<file path="src/rtl/ysyx_22040386_pkg.sv">
// Shared encodings for the MEM stage: load/store mask, branch type and the
// data-memory handshake FSM states.
package ysyx_22040386_pkg;

    localparam logic [2:0] MASK_LB  = 3'b000;
    localparam logic [2:0] MASK_LH  = 3'b001;
    localparam logic [2:0] MASK_LW  = 3'b010;
    localparam logic [2:0] MASK_LD  = 3'b011;
    localparam logic [2:0] MASK_LBU = 3'b100;
    localparam logic [2:0] MASK_LHU = 3'b101;
    localparam logic [2:0] MASK_LWU = 3'b110;

    // Access size lives in mask[1:0] for both loads and stores
    localparam logic [1:0] SZ_B = 2'd0;
    localparam logic [1:0] SZ_H = 2'd1;
    localparam logic [1:0] SZ_W = 2'd2;
    localparam logic [1:0] SZ_D = 2'd3;

    localparam logic [2:0] BR_EQ   = 3'b000;
    localparam logic [2:0] BR_NE   = 3'b001;
    localparam logic [2:0] BR_NONE = 3'b010;

    typedef enum logic [1:0] {
        ST_IDLE = 2'd0,
        ST_REQ  = 2'd1,
        ST_WAIT = 2'd2
    } mem_state_e;

endpackage

</file>
<file path="src/rtl/ysyx_22040386_lsu_align.sv">
// Combinational byte-lane alignment: store strobes/data shifted into the
// addressed lanes, load data shifted down, truncated and extended.
module ysyx_22040386_lsu_align
    import ysyx_22040386_pkg::*;
(
    input  logic [2:0]  mask,
    input  logic [2:0]  offset,
    input  logic [63:0] wdata,
    input  logic [63:0] rdata,
    output logic [7:0]  wstrb,
    output logic [63:0] wdata_sh,
    output logic [63:0] load_data
);
    logic [5:0]  bit_sh;
    logic [7:0]  strb_base;
    logic [63:0] rdata_sh;
    logic        uns;

    assign bit_sh   = {offset, 3'b000};
    assign rdata_sh = rdata >> bit_sh;
    assign wdata_sh = wdata << bit_sh;
    // Lanes pushed past byte 7 by a misaligned access simply fall off
    assign wstrb    = strb_base << offset;
    assign uns      = mask[2];

    always_comb begin
        strb_base = 8'hFF;
        load_data = rdata_sh;
        case (mask[1:0])
            SZ_B: begin
                strb_base = 8'h01;
                load_data = {{56{~uns & rdata_sh[7]}}, rdata_sh[7:0]};
            end
            SZ_H: begin
                strb_base = 8'h03;
                load_data = {{48{~uns & rdata_sh[15]}}, rdata_sh[15:0]};
            end
            SZ_W: begin
                strb_base = 8'h0F;
                load_data = {{32{~uns & rdata_sh[31]}}, rdata_sh[31:0]};
            end
            default: begin
                strb_base = 8'hFF;
                load_data = rdata_sh;
            end
        endcase
    end

endmodule

</file>
<file path="src/rtl/ysyx_22040386_mem_stage.sv">
// MEM stage: valid/ready data-memory transaction with upstream stall,
// branch/jump resolution, and the MEM/WB pipeline register.
module ysyx_22040386_mem_stage
    import ysyx_22040386_pkg::*;
(
    input  logic        i_MEM_clk,
    input  logic        i_MEM_rst,
    input  logic        i_MEM_RegWrite,
    input  logic        i_MEM_MemRead,
    input  logic        i_MEM_MemWrite,
    input  logic        i_MEM_Jal,
    input  logic        i_MEM_Jalr,
    input  logic        i_MEM_zero,
    input  logic [2:0]  i_MEM_Branch_type,
    input  logic [2:0]  i_MEM_mem_mask,
    input  logic [4:0]  i_MEM_reg_wr_addr,
    input  logic [63:0] i_MEM_ALUresult,
    input  logic [63:0] i_MEM_pc_add_imm,
    input  logic [63:0] i_MEM_reg_wr_data,
    input  logic [63:0] i_MEM_mem_wr_data,
    input  logic [63:0] i_MEM_pc,
    input  logic [31:0] i_MEM_inst,
    output logic        o_MEM_dreq_valid,
    input  logic        i_MEM_dreq_ready,
    output logic        o_MEM_dreq_wen,
    output logic [63:0] o_MEM_dreq_addr,
    output logic [63:0] o_MEM_dreq_wdata,
    output logic [7:0]  o_MEM_dreq_wstrb,
    input  logic        i_MEM_drsp_valid,
    input  logic [63:0] i_MEM_drsp_rdata,
    output logic        o_MEM_stall,
    output logic        o_MEM_jump_flag,
    output logic [63:0] o_MEM_jump_target,
    output logic        o_MEM_WB_RegWrite,
    output logic [4:0]  o_MEM_WB_reg_wr_addr,
    output logic [63:0] o_MEM_WB_reg_wr_data,
    output logic [63:0] o_MEM_WB_pc,
    output logic [31:0] o_MEM_WB_inst
);
    mem_state_e  state, state_nxt;
    logic        rst_q;
    logic        memop, fire, rsp_done, br_take;
    logic [63:0] load_data;

    assign memop    = i_MEM_MemRead | i_MEM_MemWrite;
    assign fire     = o_MEM_dreq_valid & i_MEM_dreq_ready;
    assign rsp_done = (state == ST_WAIT) & i_MEM_drsp_valid;

    // Request is suppressed during reset and for one cycle after it
    assign o_MEM_dreq_valid = (((state == ST_IDLE) & memop) | (state == ST_REQ))
                              & ~i_MEM_rst & ~rst_q;
    assign o_MEM_dreq_wen   = i_MEM_MemWrite;
    assign o_MEM_dreq_addr  = {i_MEM_ALUresult[63:3], 3'b000};
    assign o_MEM_stall      = memop & ~rsp_done;

    ysyx_22040386_lsu_align u_align (
        .mask      (i_MEM_mem_mask),
        .offset    (i_MEM_ALUresult[2:0]),
        .wdata     (i_MEM_mem_wr_data),
        .rdata     (i_MEM_drsp_rdata),
        .wstrb     (o_MEM_dreq_wstrb),
        .wdata_sh  (o_MEM_dreq_wdata),
        .load_data (load_data)
    );

    always_comb begin
        state_nxt = state;
        case (state)
            ST_IDLE: if (memop) state_nxt = fire ? ST_WAIT : ST_REQ;
            ST_REQ:  if (fire) state_nxt = ST_WAIT;
            ST_WAIT: if (i_MEM_drsp_valid) state_nxt = ST_IDLE;
            default: state_nxt = ST_IDLE;
        endcase
    end

    always_comb begin
        br_take = 1'b0;
        case (i_MEM_Branch_type)
            BR_EQ:   br_take = i_MEM_zero;
            BR_NE:   br_take = ~i_MEM_zero;
            BR_NONE: br_take = 1'b0;
            default: br_take = 1'b0;
        endcase
    end

    assign o_MEM_jump_flag   = ~o_MEM_stall & (i_MEM_Jal | i_MEM_Jalr | br_take);
    assign o_MEM_jump_target = o_MEM_stall ? 64'd0 :
                               i_MEM_Jalr  ? (i_MEM_ALUresult & ~64'h1) : i_MEM_pc_add_imm;

    always_ff @(posedge i_MEM_clk) begin
        if (i_MEM_rst) begin
            state                <= ST_IDLE;
            rst_q                <= 1'b1;
            o_MEM_WB_RegWrite    <= 1'b0;
            o_MEM_WB_reg_wr_addr <= 5'd0;
            o_MEM_WB_reg_wr_data <= 64'd0;
            o_MEM_WB_pc          <= 64'd0;
            o_MEM_WB_inst        <= 32'd0;
        end else begin
            state <= state_nxt;
            rst_q <= 1'b0;
            if (o_MEM_stall) begin
                // Bubble; data is left untouched
                o_MEM_WB_RegWrite    <= 1'b0;
                o_MEM_WB_reg_wr_addr <= 5'd0;
                o_MEM_WB_pc          <= 64'd0;
                o_MEM_WB_inst        <= 32'd0;
            end else begin
                o_MEM_WB_RegWrite    <= i_MEM_RegWrite;
                o_MEM_WB_reg_wr_addr <= i_MEM_reg_wr_addr;
                o_MEM_WB_reg_wr_data <= i_MEM_MemRead ? load_data : i_MEM_reg_wr_data;
                o_MEM_WB_pc          <= i_MEM_pc;
                o_MEM_WB_inst        <= i_MEM_inst;
            end
        end
    end

endmodule

</file>
<file path="config.mk">
export PLATFORM = sky130hd
export DESIGN_NAME = ysyx_22040386_mem_stage
export DESIGN_NICKNAME = d
export VERILOG_FILES = /design/src/rtl/ysyx_22040386_pkg.sv /design/src/rtl/ysyx_22040386_lsu_align.sv /design/src/rtl/ysyx_22040386_mem_stage.sv
export SDC_FILE = /design/constraint.sdc
export NUM_CORES = 1
export LEC_CHECK = 0
export ABC_AREA = 0
export BUFFER_PORTS_ARGS = -buffer_cell sky130_fd_sc_hd__buf_2
export CORE_AREA = 2 2 312 314
export DETAILED_ROUTE_END_ITERATION = 8
export DIE_AREA = 0 0 314 316
export PLACE_DENSITY_LB_ADDON = 0.05
export SLEW_MARGIN = 20
export SYNTH_ARGS = -nofsm -noshare
export SYNTH_HDL_FRONTEND = slang
export SYNTH_SLANG_ARGS = --single-unit
</file>
<file path="constraint.sdc">
create_clock -name i_MEM_clk -period 2 [get_ports i_MEM_clk]
set_input_delay 0.3 -clock i_MEM_clk [delete_from_list [all_inputs] [get_ports i_MEM_clk]]
set_output_delay 0.3 -clock i_MEM_clk [all_outputs]
set_load 0.005 [all_outputs]
</file>
# After elaboration in Yosys (flattened, before gate mapping)
# Index checks and enable logic that the tools add are counted.
[totals] out_inout_bits=370 in_bits=437 register_bits=169 wordCells=55
[op_classes] bitwise=20 mux=12 n_eq_ne=8 n_reduce_logical=5 shift=3
[op_table] op="2-to-1 mux 64 bit" count=3
[op_table] op="case mux 64 bit (3 select lines)" count=1
[op_table] op="left shift 64 x 6 -> 64 bit" count=1
[op_table] op=">> shifter 64 x 6 -> 64 bit" count=1
[op_table] op="case mux 8 bit (3 select lines)" count=1
[op_table] op="bitwise AND 1 bit" count=10
[op_table] op="2-to-1 mux 2 bit" count=4
[op_table] op="left shift 8 x 3 -> 8 bit" count=1
[op_table] op="inequality test 2 bit (second input constant)" count=3
[op_table] op="inverter 1 bit" count=6
[op_table] op="case mux 2 bit (3 select lines)" count=1
[op_table] op="== test 2 x 1 -> 1 bit (second input constant)" count=2
[op_table] op="== test 2 bit (second input constant)" count=2
[op_table] op="zero test 2 bit" count=2
[op_table] op="bitwise OR 1 bit" count=4
[op_table] op="== test 3 x 1 -> 1 bit (second input constant)" count=1
[op_table] op="zero test 3 bit" count=1
[op_table] op="AND reduction 3 bit" count=1
[op_table] op="case mux 1 bit (2 select lines)" count=1
[op_table] op="OR reduction 2 bit" count=1
[op_table] op="2-to-1 mux 1 bit" count=1

# Longest topological paths before layout
# Gate-level depths: netlist of run 1.
[depth] ltp_word=9 depth_mapped=10

# Modules after synthesis
# Synthesis of run 1 repeated with hierarchy kept, for this count alone.
[hier_totals] cells_unflattened=1315 hier_area_um2=11835.1
[by_module_without_submodules] mod="ysyx_22040386_mem_stage" instances=1 cells_each=732 area_each_um2=7295.7 seq_area_each_um2=3383.2
[by_module_without_submodules] mod="ysyx_22040386_lsu_align" instances=1 cells_each=583 area_each_um2=4539.4 seq_area_each_um2=0.0

# Least setup slack after synthesis of run 1
# Ideal clock, no wire load.
[synth_path] path_type="input to output" start="input i_MEM_ALUresult[0]" end="output o_MEM_dreq_wdata[48]" path_slack_ns=-0.065 path_stages=10 t_arrival_ns=1.765 path_cell_list="buf_6 -> buf_6 -> buf_6 -> buf_6 -> buf_2 -> buf_4 -> mux2i_1 -> nand2_1 -> o211ai_1 -> o21ai_0"
[synth_via] elab_chain_len=1
[synth_lines] item="start, declared" line="ysyx_22040386_mem_stage.sv:17" text="input logic [63:0] i_MEM_ALUresult,"
[synth_lines] item="left shift 64 x 6 -> 64 bit" line="ysyx_22040386_lsu_align.sv:21" text="assign wdata_sh = wdata << bit_sh;"
[synth_lines] item="end, declared" line="ysyx_22040386_mem_stage.sv:27" text="output logic [63:0] o_MEM_dreq_wdata,"
# Every way passes these cells.

# Final worst setup path of run 1
[layout_path] start="register state[0]" end="output o_MEM_jump_target[0]"
[layout_via] elab_chain_len=5
[layout_lines] item="start, declared" line="ysyx_22040386_mem_stage.sv:40" text="mem_state_e state, state_nxt;"
[layout_lines] item="start signal, assigned" line="ysyx_22040386_mem_stage.sv:100" text="state <= state_nxt;"
[layout_lines] item="== test 2 bit" line="ysyx_22040386_mem_stage.sv:47" text="assign rsp_done = (state == ST_WAIT) & i_MEM_drsp_valid;"
[layout_lines] item="bitwise AND 1 bit" line="ysyx_22040386_mem_stage.sv:47"
[layout_lines] item="inverter 1 bit" line="ysyx_22040386_mem_stage.sv:54" text="assign o_MEM_stall = memop & ~rsp_done;"
[layout_lines] item="bitwise AND 1 bit" line="ysyx_22040386_mem_stage.sv:54"
[layout_lines] item="2-to-1 mux 64 bit" line="ysyx_22040386_mem_stage.sv:87" text="assign o_MEM_jump_target = o_MEM_stall ? 64'd0 :"
[layout_lines] item="end, declared" line="ysyx_22040386_mem_stage.sv:33" text="output logic [63:0] o_MEM_jump_target,"
# Every way passes these cells.

==> results of run 1 <==
## metal layers
| layer | GRT usage [%] | share of wire, % |
|---|---|---|
| met1 | 18.4 | 39 |
| met2 | 31.5 | 53 |
| met3 | 4.26 | 6.0 |
| met4 | 3.15 | 1.6 |
| met5 | 0 | 0.31 |
## metrics by stage
step	util (%)	TNS, ps	total power [mW]	hold WS, ps	setup slack [ps]
floorplan	-	-8.12	4.97	328	-2.06
global placement	17.6	-7980	6.91	437	-221
detailed placement	17.6	-8460	6.90	435	-248
CTS	19.4	-1220	10.6	12.0	-99.6
global route	19.6	-4350	10.9	32.4	-138
finish	19.6	-141	10.4	48.8	-39.4
## area by class of cell
class / instances / share of cell area (%)
inverters: 7 / 0.160
flip-flops and latches: 169 / 18.0
clock buffers: 18 / 2.28
repair buffers: 1065 / 35.9
well taps: 1276 / 8.49
diodes: 6 / 0.0798
clock inverters: 13 / 0.579
multi-input cells: 935 / 34.5
## layout by cell type, fill, tap and decap left out, drive strengths merged, types with 2 or more instances in the layout
| cell type | Yosys | final |
|---|---|---|
| buf | 109 | 964 |
| nor2 | 178 | 178 |
| dfxtp | 169 | 169 |
| mux2i | 156 | 156 |
| and2 | 113 | 113 |
| dlygate4sd3 | 0 | 99 |
| nand2 | 81 | 81 |
| o21ai | 78 | 78 |
| a21oi | 73 | 73 |
| a22oi | 55 | 55 |
| mux2 | 29 | 29 |
| nor3 | 20 | 20 |
| clkbuf | 71 | 20 |
| a211oi | 18 | 18 |
| mux4 | 15 | 15 |
| o22ai | 15 | 15 |
| o211ai | 14 | 14 |
| a21o | 14 | 14 |
| inv | 7 | 14 |
| nor3b | 10 | 10 |
| o32ai | 9 | 9 |
| a211o | 7 | 7 |
| a31oi | 7 | 7 |
| diode | 0 | 6 |
| a2111o | 6 | 6 |
| nor2b | 5 | 5 |
| or2 | 4 | 4 |
| clkinv | 0 | 4 |
| nand3b | 3 | 3 |
| and3 | 3 | 3 |
| conb | 1 | 3 |
| clkinvlp | 0 | 2 |
| nand2b | 2 | 2 |
| a32o | 2 | 2 |
| a2bb2oi | 2 | 2 |
| nand3 | 2 | 2 |
## state kept, by name, summed over array words and instances, names as in the netlist
| signal | cells |
|---|---|
| o_MEM_WB_RegWrite | 1 |
| o_MEM_WB_inst | 32 |
| o_MEM_WB_pc | 64 |
| o_MEM_WB_reg_wr_addr | 5 |
| o_MEM_WB_reg_wr_data | 64 |
| rst_q | 1 |
| state | 2 |
## final timing paths
path,depth (start not counted),slack [ps],from,end
worst min-delay path,2,50,i_MEM_pc[58],o_MEM_WB_pc[58]$_SDFF_PP0_
worst min register to register,1,450,o_MEM_WB_reg_wr_data[16]$_SDFFE_PP0N_,o_MEM_WB_reg_wr_data[16]$_SDFFE_PP0N_
worst max-delay path,5,-40,state[0]$_SDFFE_PP0P_,o_MEM_jump_target[0]
worst max register to register,8,190,state[0]$_SDFFE_PP0P_,o_MEM_WB_reg_wr_data[19]$_SDFFE_PP0N_
## kinds of logic after synthesis
kind of cell / after synthesis
other: 1
flip-flops: 169
AO/OA/AOI/OAI: 310
AND/OR/NAND/NOR: 421
multiplexers: 200
XOR/XNOR: 1
buffers and inverters: 187
## power groups by stage
| stage | Sequential (mW) | Clock [mW] | Combinational (mW) |
|---|---|---|---|
| floorplan | 3.68 | 0 | 1.29 |
| global placement | 3.68 | 0 | 3.24 |
| detailed placement | 3.67 | 0 | 3.22 |
| CTS | 3.60 | 3.56 | 3.46 |
| global route | 3.61 | 3.64 | 3.69 |
| finish | 3.60 | 3.36 | 3.40 |
## what timing repair did
item | 4_1_cts | 5_1_grt
gates resized for setup | 71 | 37
gates cloned | 0 | 2
setup buffers | 3 | 0
setup endpoints to repair | 87 | 78
hold endpoints to repair | 99 | 0
hold buffers | 99 | 0
pin swaps | 6 | 1
==> flow_summary.ini, run 1 <==
[synth]
yosys_warnings = 0
yosysSeqAreaShare_pct = 31.4
synthSimpleGateAreaFrac_pct = 18.4
avgSynthCellArea_um2 = 8.35
yosys_most_used_dff = dfxtp_1
yosysMostFrequentCell = nor2_1
syn_area_um2 = 10800
synthAdderAreaFrac_pct = 0
ys_ff_latch = 169
synth_cell_types = 55
synth_top_family_by_area = multiplexers
async_reset_ff_share_pct = 0
yosys-mux-area-fraction_pct = 20.7
synth_compound_area_share_pct = 19.3
synth_top_cell_by_area = dfxtp_1
synth_top_area_share_pct = 31.4
synth_xor_area_share_pct = 0.0814
synth_area_leaders = dfxtp_1, mux2i_1, and2_1
synth_edf_count = 0
synth_cells = 1289
synth_commonest_cells = nor2_1, dfxtp_1, mux2i_1

[global_routing]
grt_max_degree = 59
grt_usage_pct = 16.6
grt_first_pass_wirelength_mm = 114
antenna_found_initial = 45
grt_pass1_vias = 13500
grt_remaining_overflow = 0

[critical_path]
cp.buffers_inverters = 2
startpoint_type = register
crit_slowest_cell = dfxtp_2
max_stage_delay_ps = 330
crit_family = simple AND/OR/NAND/NOR gates
crit_arrival_ps = 1740
cp_cell_sequence = nand3b_1 -> and2_4 -> buf_12 -> nor3b_2 -> buf_4
cp-end-kind = output pin
worstSetupPathType = register to output pin
cp_max_fo = 25
worstPathRequired_ps = 1700

[power]
combPwrFrac_pct = 32.9
p_int_mw = 6.74
p_leak_nw = 9.19
p_per_area_nw_per_um2 = 550
seqPwrFrac_pct = 34.7
power_switching_share_pct = 34.9
power_switching_mw = 3.62
vdd_drop_max_uv = 748
pwr-share-clk_pct = 32.4

[clock_tree]
numCtsBuffers = 17
cts_tree = done
cts.path.max_buffers = 2
clk_latency_ps = 490
root_buffer = clkbuf_16
path_clk_slew_ps = 70
htreeDepth = 4
cts.sinks = 169

[route]
avgViaCountPerCell = 3.83
post_drt_wl_per_cell_um = 24.7
ant_nets = 0
drt_wl_total_mm = 86.3
drtPass1Iterations = 5
drtIter0Drc = 581
vias = 13400
drcViolationCount = 0

[sta]
max_slew_margin_pct = 54.3
finalCritPeriodShare_pct = 102
period_minus_slack_ps = 2040
finalSetupViolations = 7
setup_slack_ps = -39.4
hold_viol = 0
skew_ps = 15.6
clock.fmax_ghz = 0.490
worst_pin_slew_ps = 668
rsz0062_at_grt = true
drv_slew = 0

[final_layout]
syn_to_final_growth_pct = 74.7
multiInputGateArea_um2 = 6500
regArea_um2 = 3380
stdcell_count = 3489
postLayoutCellArea_um2 = 18800
fillers = 11000
drive_above_1_share_pct = 50.0
fin_nets = 2632

[status]
violations = negative setup slack
outcome = complete, but fails checks

[place]
post-dp-hpwl_mm = 73.4
place.gp.congestion = 0.874
place_area_um2 = 16900
dp.cells = 3351
io_buffers = 803

[floorplan]
rows = 114
initial_core_util_pct = 11.2
core_area_um2 = 96000
die_w_um = 314
die_h_um = 316
die_area_um2 = 99200
top_level_ports = 807

[job]
cap_viol_max_count = 0

[min_path]
hold_class = input port to register
Power figures use the tool's default switching activity.
==> inputs of run 2 (changes only) <==
- PLACE_DENSITY: unset -> 0.44
- PLACE_DENSITY_LB_ADDON: 0.05 -> unset
==> run 2 against run 1 <==
  * The run still ends with negative setup slack left
  * Largest power group is now combinational logic
  * Clock skew grew 2.0 ps
  * Power grew 3.8%
  * Non-clock buffer count grew 23
  * Routed wire length shrank 3.0%
  * Die area is the same
  * Register-to-register slack lost 80 ps
  * Count of clock-buffer cells in the layout grew 1
  * Combinational power grew 6.8%
==> flow_summary.ini, run 2 (same netlist as run 1, synthesis figures left out) <==
[status]
outcome = complete, but fails checks
violations = negative setup slack

[clock_tree]
htreeDepth = 4
cts_tree = done
cts.path.max_buffers = 2
clk_latency_ps = 490
root_buffer = clkbuf_16
numCtsBuffers = 17
cts.sinks = 169
path_clk_slew_ps = 80

[global_routing]
grt_remaining_overflow = 0
grt_usage_pct = 15.9
grt_pass1_vias = 13200
grt_first_pass_wirelength_mm = 110
antenna_found_initial = 31
grt_max_degree = 101

[power]
p_per_area_nw_per_um2 = 554
p_leak_nw = 9.43
vdd_drop_max_uv = 615

[final_layout]
layout_commonest_cell = buf_2
syn_to_final_growth_pct = 80.2
largestRegisters = o_MEM_WB_pc (64), o_MEM_WB_reg_wr_data (64), o_MEM_WB_inst (32)
postLayoutCellArea_um2 = 19400
fin_nets = 2655
drive_above_1_share_pct = 51.1
final_cell_mix = buf_2, dfxtp_1, mux2i_1
fillers = 10800
multiInputGateArea_um2 = 6640
regArea_um2 = 3380

[floorplan]
top_level_ports = 807
die_w_um = 314
rows = 114
core_area_um2 = 96000
die_area_um2 = 99200
die_h_um = 316
initial_core_util_pct = 11.2

[route]
drtPass1Iterations = 5
ant_nets = 0
avgViaCountPerCell = 3.88
vias = 13600
drt_wl_total_mm = 83.7
post_drt_wl_per_cell_um = 23.8
drtIter0Drc = 661
drcViolationCount = 0

[min_path]
hold_class = input port to register
hold_path_depth = 2

[place]
io_buffers = 803
place_area_um2 = 16900
post-dp-hpwl_mm = 70.3
place_ws_ps = -314
place.gp.congestion = 0.943

[critical_path]
cp-end-kind = output pin
worstPathRequired_ps = 1700
crit_slowest_cell = dfxtp_2
startpoint_type = register
cp_max_fo = 8
max_stage_delay_ps = 330
crit_arrival_ps = 1820
cp_cell_sequence = nand3b_1 -> and2_4 -> buf_12 -> nor3b_2 -> buf_4 -> buf_6
worstSetupPathType = register to output pin
ff2ff_path_depth = 8

[sta]
finalSetupViolations = 52
hold_viol = 0
finalCritPeriodShare_pct = 106
drv_slew = 0
period_minus_slack_ps = 2120
final.setup.tns_ps = -3360
max_slew_margin_pct = 42.6
skew_ps = 17.6
hold_ws_ps = 48.5
worst_pin_slew_ps = 839
clock.fmax_ghz = 0.471
rsz0062_at_grt = true
setup_slack_ps = -124

[job]
cap_viol_max_count = 0
-- run 2: cell types whose count changed in the layout (fill, tap and decap cells not counted), moves of 3 or more --
| cell | change |
|---|---|
| dlygate4sd3_1 | -3 |
| nor2_1 | -14 |
| buf_12 | +6 |
| nor2_2 | -9 |
| clkinv_2 | -3 |
| buf_6 | +12 |
| buf_2 | -3 |
| nor2_4 | +23 |
| buf_4 | +5 |
-- run 2: path summary, 6_finish.rpt --
kind                                                         endpoint                                  start  slack (ps)
worst max-delay path                             o_MEM_jump_target[0]                  state[0]$_SDFFE_PP0P_        -120
worst min-delay path                       o_MEM_WB_pc[32]$_SDFF_PP0_                           i_MEM_pc[32]          50
worst max register to register  o_MEM_WB_reg_wr_data[56]$_SDFFE_PP0N_                  state[0]$_SDFFE_PP0P_         110
worst min register to register  o_MEM_WB_reg_wr_data[18]$_SDFFE_PP0N_  o_MEM_WB_reg_wr_data[18]$_SDFFE_PP0N_         460
-- run 2: repair_timing --
action / 4_1_cts / 5_1_grt
hold endpoints to repair: 96 / 0
setup buffers: 4 / 12
pin swaps: 4 / 20
endpoints found under the setup margin: 78 / 130
hold buffers: 96 / 0
cloned: 3 / 4
resized for setup: 109 / 60
-- run 2: metrics by stage --
step                cells  power, mW  utilization (%)
finish               3512       10.7             20.2
global route         3510       11.3             20.2
CTS                  3492       10.8             19.7
detailed placement   3357       6.91             17.6
global placement     3357       6.92             17.6
floorplan            1291       4.97                -
-- run 2: final cells by class --
| type | instances | area share [%] |
|---|---|---|
| Tap cell | 1276 | 8.23 |
| Multi-Input combinational cell | 935 | 34.2 |
| Timing Repair Buffer | 1088 | 36.9 |
| Clock inverter | 13 | 0.761 |
| Clock buffer | 19 | 2.28 |
| Inverter | 7 | 0.135 |
| Antenna cell | 5 | 0.0645 |
| Sequential cell | 169 | 17.4 |
-- run 2: critical path, delay by kind of cell (launching register included) --
family | cells | cell delay, ps
buffers and inverters | 3 | 420
and+or+nand+nor | 3 | 560
DFF | 1 | 330
-- run 2: report_power, final --
group,internal [mW],switching (mW),total (mW)
sequential,3.52,0.0756,3.59
clock,1.81,1.72,3.53
combinational,1.71,1.91,3.63
total,7.04,3.71,10.7
-- run 2: per-layer routing --
metal / part of all wire [%] / vias up / global-route usage [%]
met4: 1.8 / 28 / 3.41
met1: 43 / 6526 / 20.2
li1: - / 6354 / -
met5: 0.22 / - / 0
met2: 48 / 592 / 27.0
met3: 6.9 / 113 / 4.27
==> inputs of run 3 (changes only) <==
- SKIP_CTS_REPAIR_TIMING: unset -> 1
==> run 3 against run 2 <==
  * The run still ends with negative setup slack left
  * Final area fell by 2.9%
  * Via count fell by 1.4%
  * Hold slack got worse by 43 ps
  * Clock power barely moved
  * Setup slack got worse by 45 ps
  * Clock skew rose by 1.5 ps
  * Largest power group is now registers
==> flow_summary.ini, run 3 (same netlist as run 1, synthesis figures left out) <==
[status]
outcome = complete, but fails checks
violations = negative setup slack

[final_layout]
syn_to_final_growth_pct = 74.9
fillers = 10900
regArea_um2 = 3380
layout_commonest_cell = buf_2
final_cell_mix = buf_2, dfxtp_1, mux2i_1
fin_nets = 2614
multiInputGateArea_um2 = 6560
largestRegisters = o_MEM_WB_pc (64), o_MEM_WB_reg_wr_data (64), o_MEM_WB_inst (32)
drive_above_1_share_pct = 51.8
postLayoutCellArea_um2 = 18800

[clock_tree]
numCtsBuffers = 17
root_buffer = clkbuf_16
clk_latency_ps = 490
cts.path.max_buffers = 2
cts_tree = done
htreeDepth = 4
path_clk_slew_ps = 80
cts.sinks = 169

[floorplan]
top_level_ports = 807
die_area_um2 = 99200
core_area_um2 = 96000
initial_core_util_pct = 11.2
rows = 114
die_h_um = 316
die_w_um = 314

[sta]
finalSetupViolations = 62
hold_viol = 0
worst_pin_slew_ps = 833
max_slew_margin_pct = 43.0
period_minus_slack_ps = 2170
clock.fmax_ghz = 0.461
rsz0062_at_grt = true
setup_slack_ps = -169
drv_slew = 0
finalCritPeriodShare_pct = 108
skew_ps = 19.1

[global_routing]
grt_first_pass_wirelength_mm = 107
grt_usage_pct = 15.6
grt_max_degree = 101
grt_pass1_vias = 12600
antenna_found_initial = 30
grt_remaining_overflow = 0

[place]
place_ws_ps = -314
place.gp.congestion = 0.943
post-dp-hpwl_mm = 70.3
place_area_um2 = 16900
io_buffers = 803

[critical_path]
cp-end-kind = output pin
worstSetupPathType = register to output pin
worstPathRequired_ps = 1700
cp_max_fo = 7
startpoint_type = register
crit_arrival_ps = 1870

[route]
post_drt_wl_per_cell_um = 24.0
drt_wl_total_mm = 83.4
drtIter0Drc = 715
ant_nets = 0
drcViolationCount = 0
vias = 13400
drtPass1Iterations = 6
avgViaCountPerCell = 3.87

[power]
p_leak_nw = 9.21
finalPower_mw = 10.6
vdd_drop_max_uv = 616
p_per_area_nw_per_um2 = 564

[job]
cap_viol_max_count = 0

[min_path]
hold_class = input port to register
==> run 3: cell types whose count changed in the layout (fill, tap and decap cells not counted), sizes merged <==
| cell | previous run | this run |
|---|---|---|
| dlygate4sd3 | 96 | 58 |
| diode | 5 | 1 |
| buf | 986 | 984 |
| bufbuf | 2 | 0 |
| clkbuf | 23 | 24 |
==> run 3: stage by stage <==
step,std cells,hold slack [ps],util [%],TNS [ps]
floorplan,1291,328,-,-8.12
global placement,3357,432,17.6,-5400
detailed placement,3357,439,17.6,-5030
CTS,3389,-58.5,18.2,-22780
global route,3467,-0.0878,19.6,-12710
finish,3467,5.17,19.6,-5310
==> run 3: worst paths after layout <==
check | startpoint | to | slack, ps | cells past startpoint
setup / recovery | state[0]$_SDFFE_PP0P_ | o_MEM_jump_target[0] | -170 | 6
hold / removal | i_MEM_inst[8] | o_MEM_WB_inst[8]$_SDFF_PP0_ | 5 | 2
setup reg to reg | state[0]$_SDFFE_PP0P_ | o_MEM_WB_reg_wr_data[35]$_SDFFE_PP0N_ | 130 | 8
hold reg to reg | o_MEM_WB_reg_wr_data[18]$_SDFFE_PP0N_ | o_MEM_WB_reg_wr_data[18]$_SDFFE_PP0N_ | 460 | 1
==> run 3: critical path, stage by stage, from the launching register on <==
cell	delay, ps
dfxtp_2	330
nand3b_1	200
and2_4	230
buf_12	160
nor3b_2	170
buf_4	160
buf_6	110
==> run 3: power by group <==
part	total [mW]	internal [mW]	switching, mW
logic	3.51	1.63	1.88
clock network	3.52	1.81	1.72
registers	3.59	3.52	0.0761
==> run 3: cell type report <==
cell class	instances	area share (%)
diodes	1	0.0133
clock buffers	19	2.35
clock inverters	13	0.784
inverters	7	0.140
multi-input cells	935	34.9
flip-flops and latches	169	18.0
well taps	1276	8.48
repair buffers	1047	35.4
==> run 3: layer usage <==
layer / routed length, um / global-route usage [%] / up-vias
met5: 181 / 0 / -
met4: 1620 / 3.15 / 26
met3: 5530 / 4.34 / 101
met2: 39800 / 26.3 / 570
met1: 36200 / 19.7 / 6461
li1: - / - / 6266
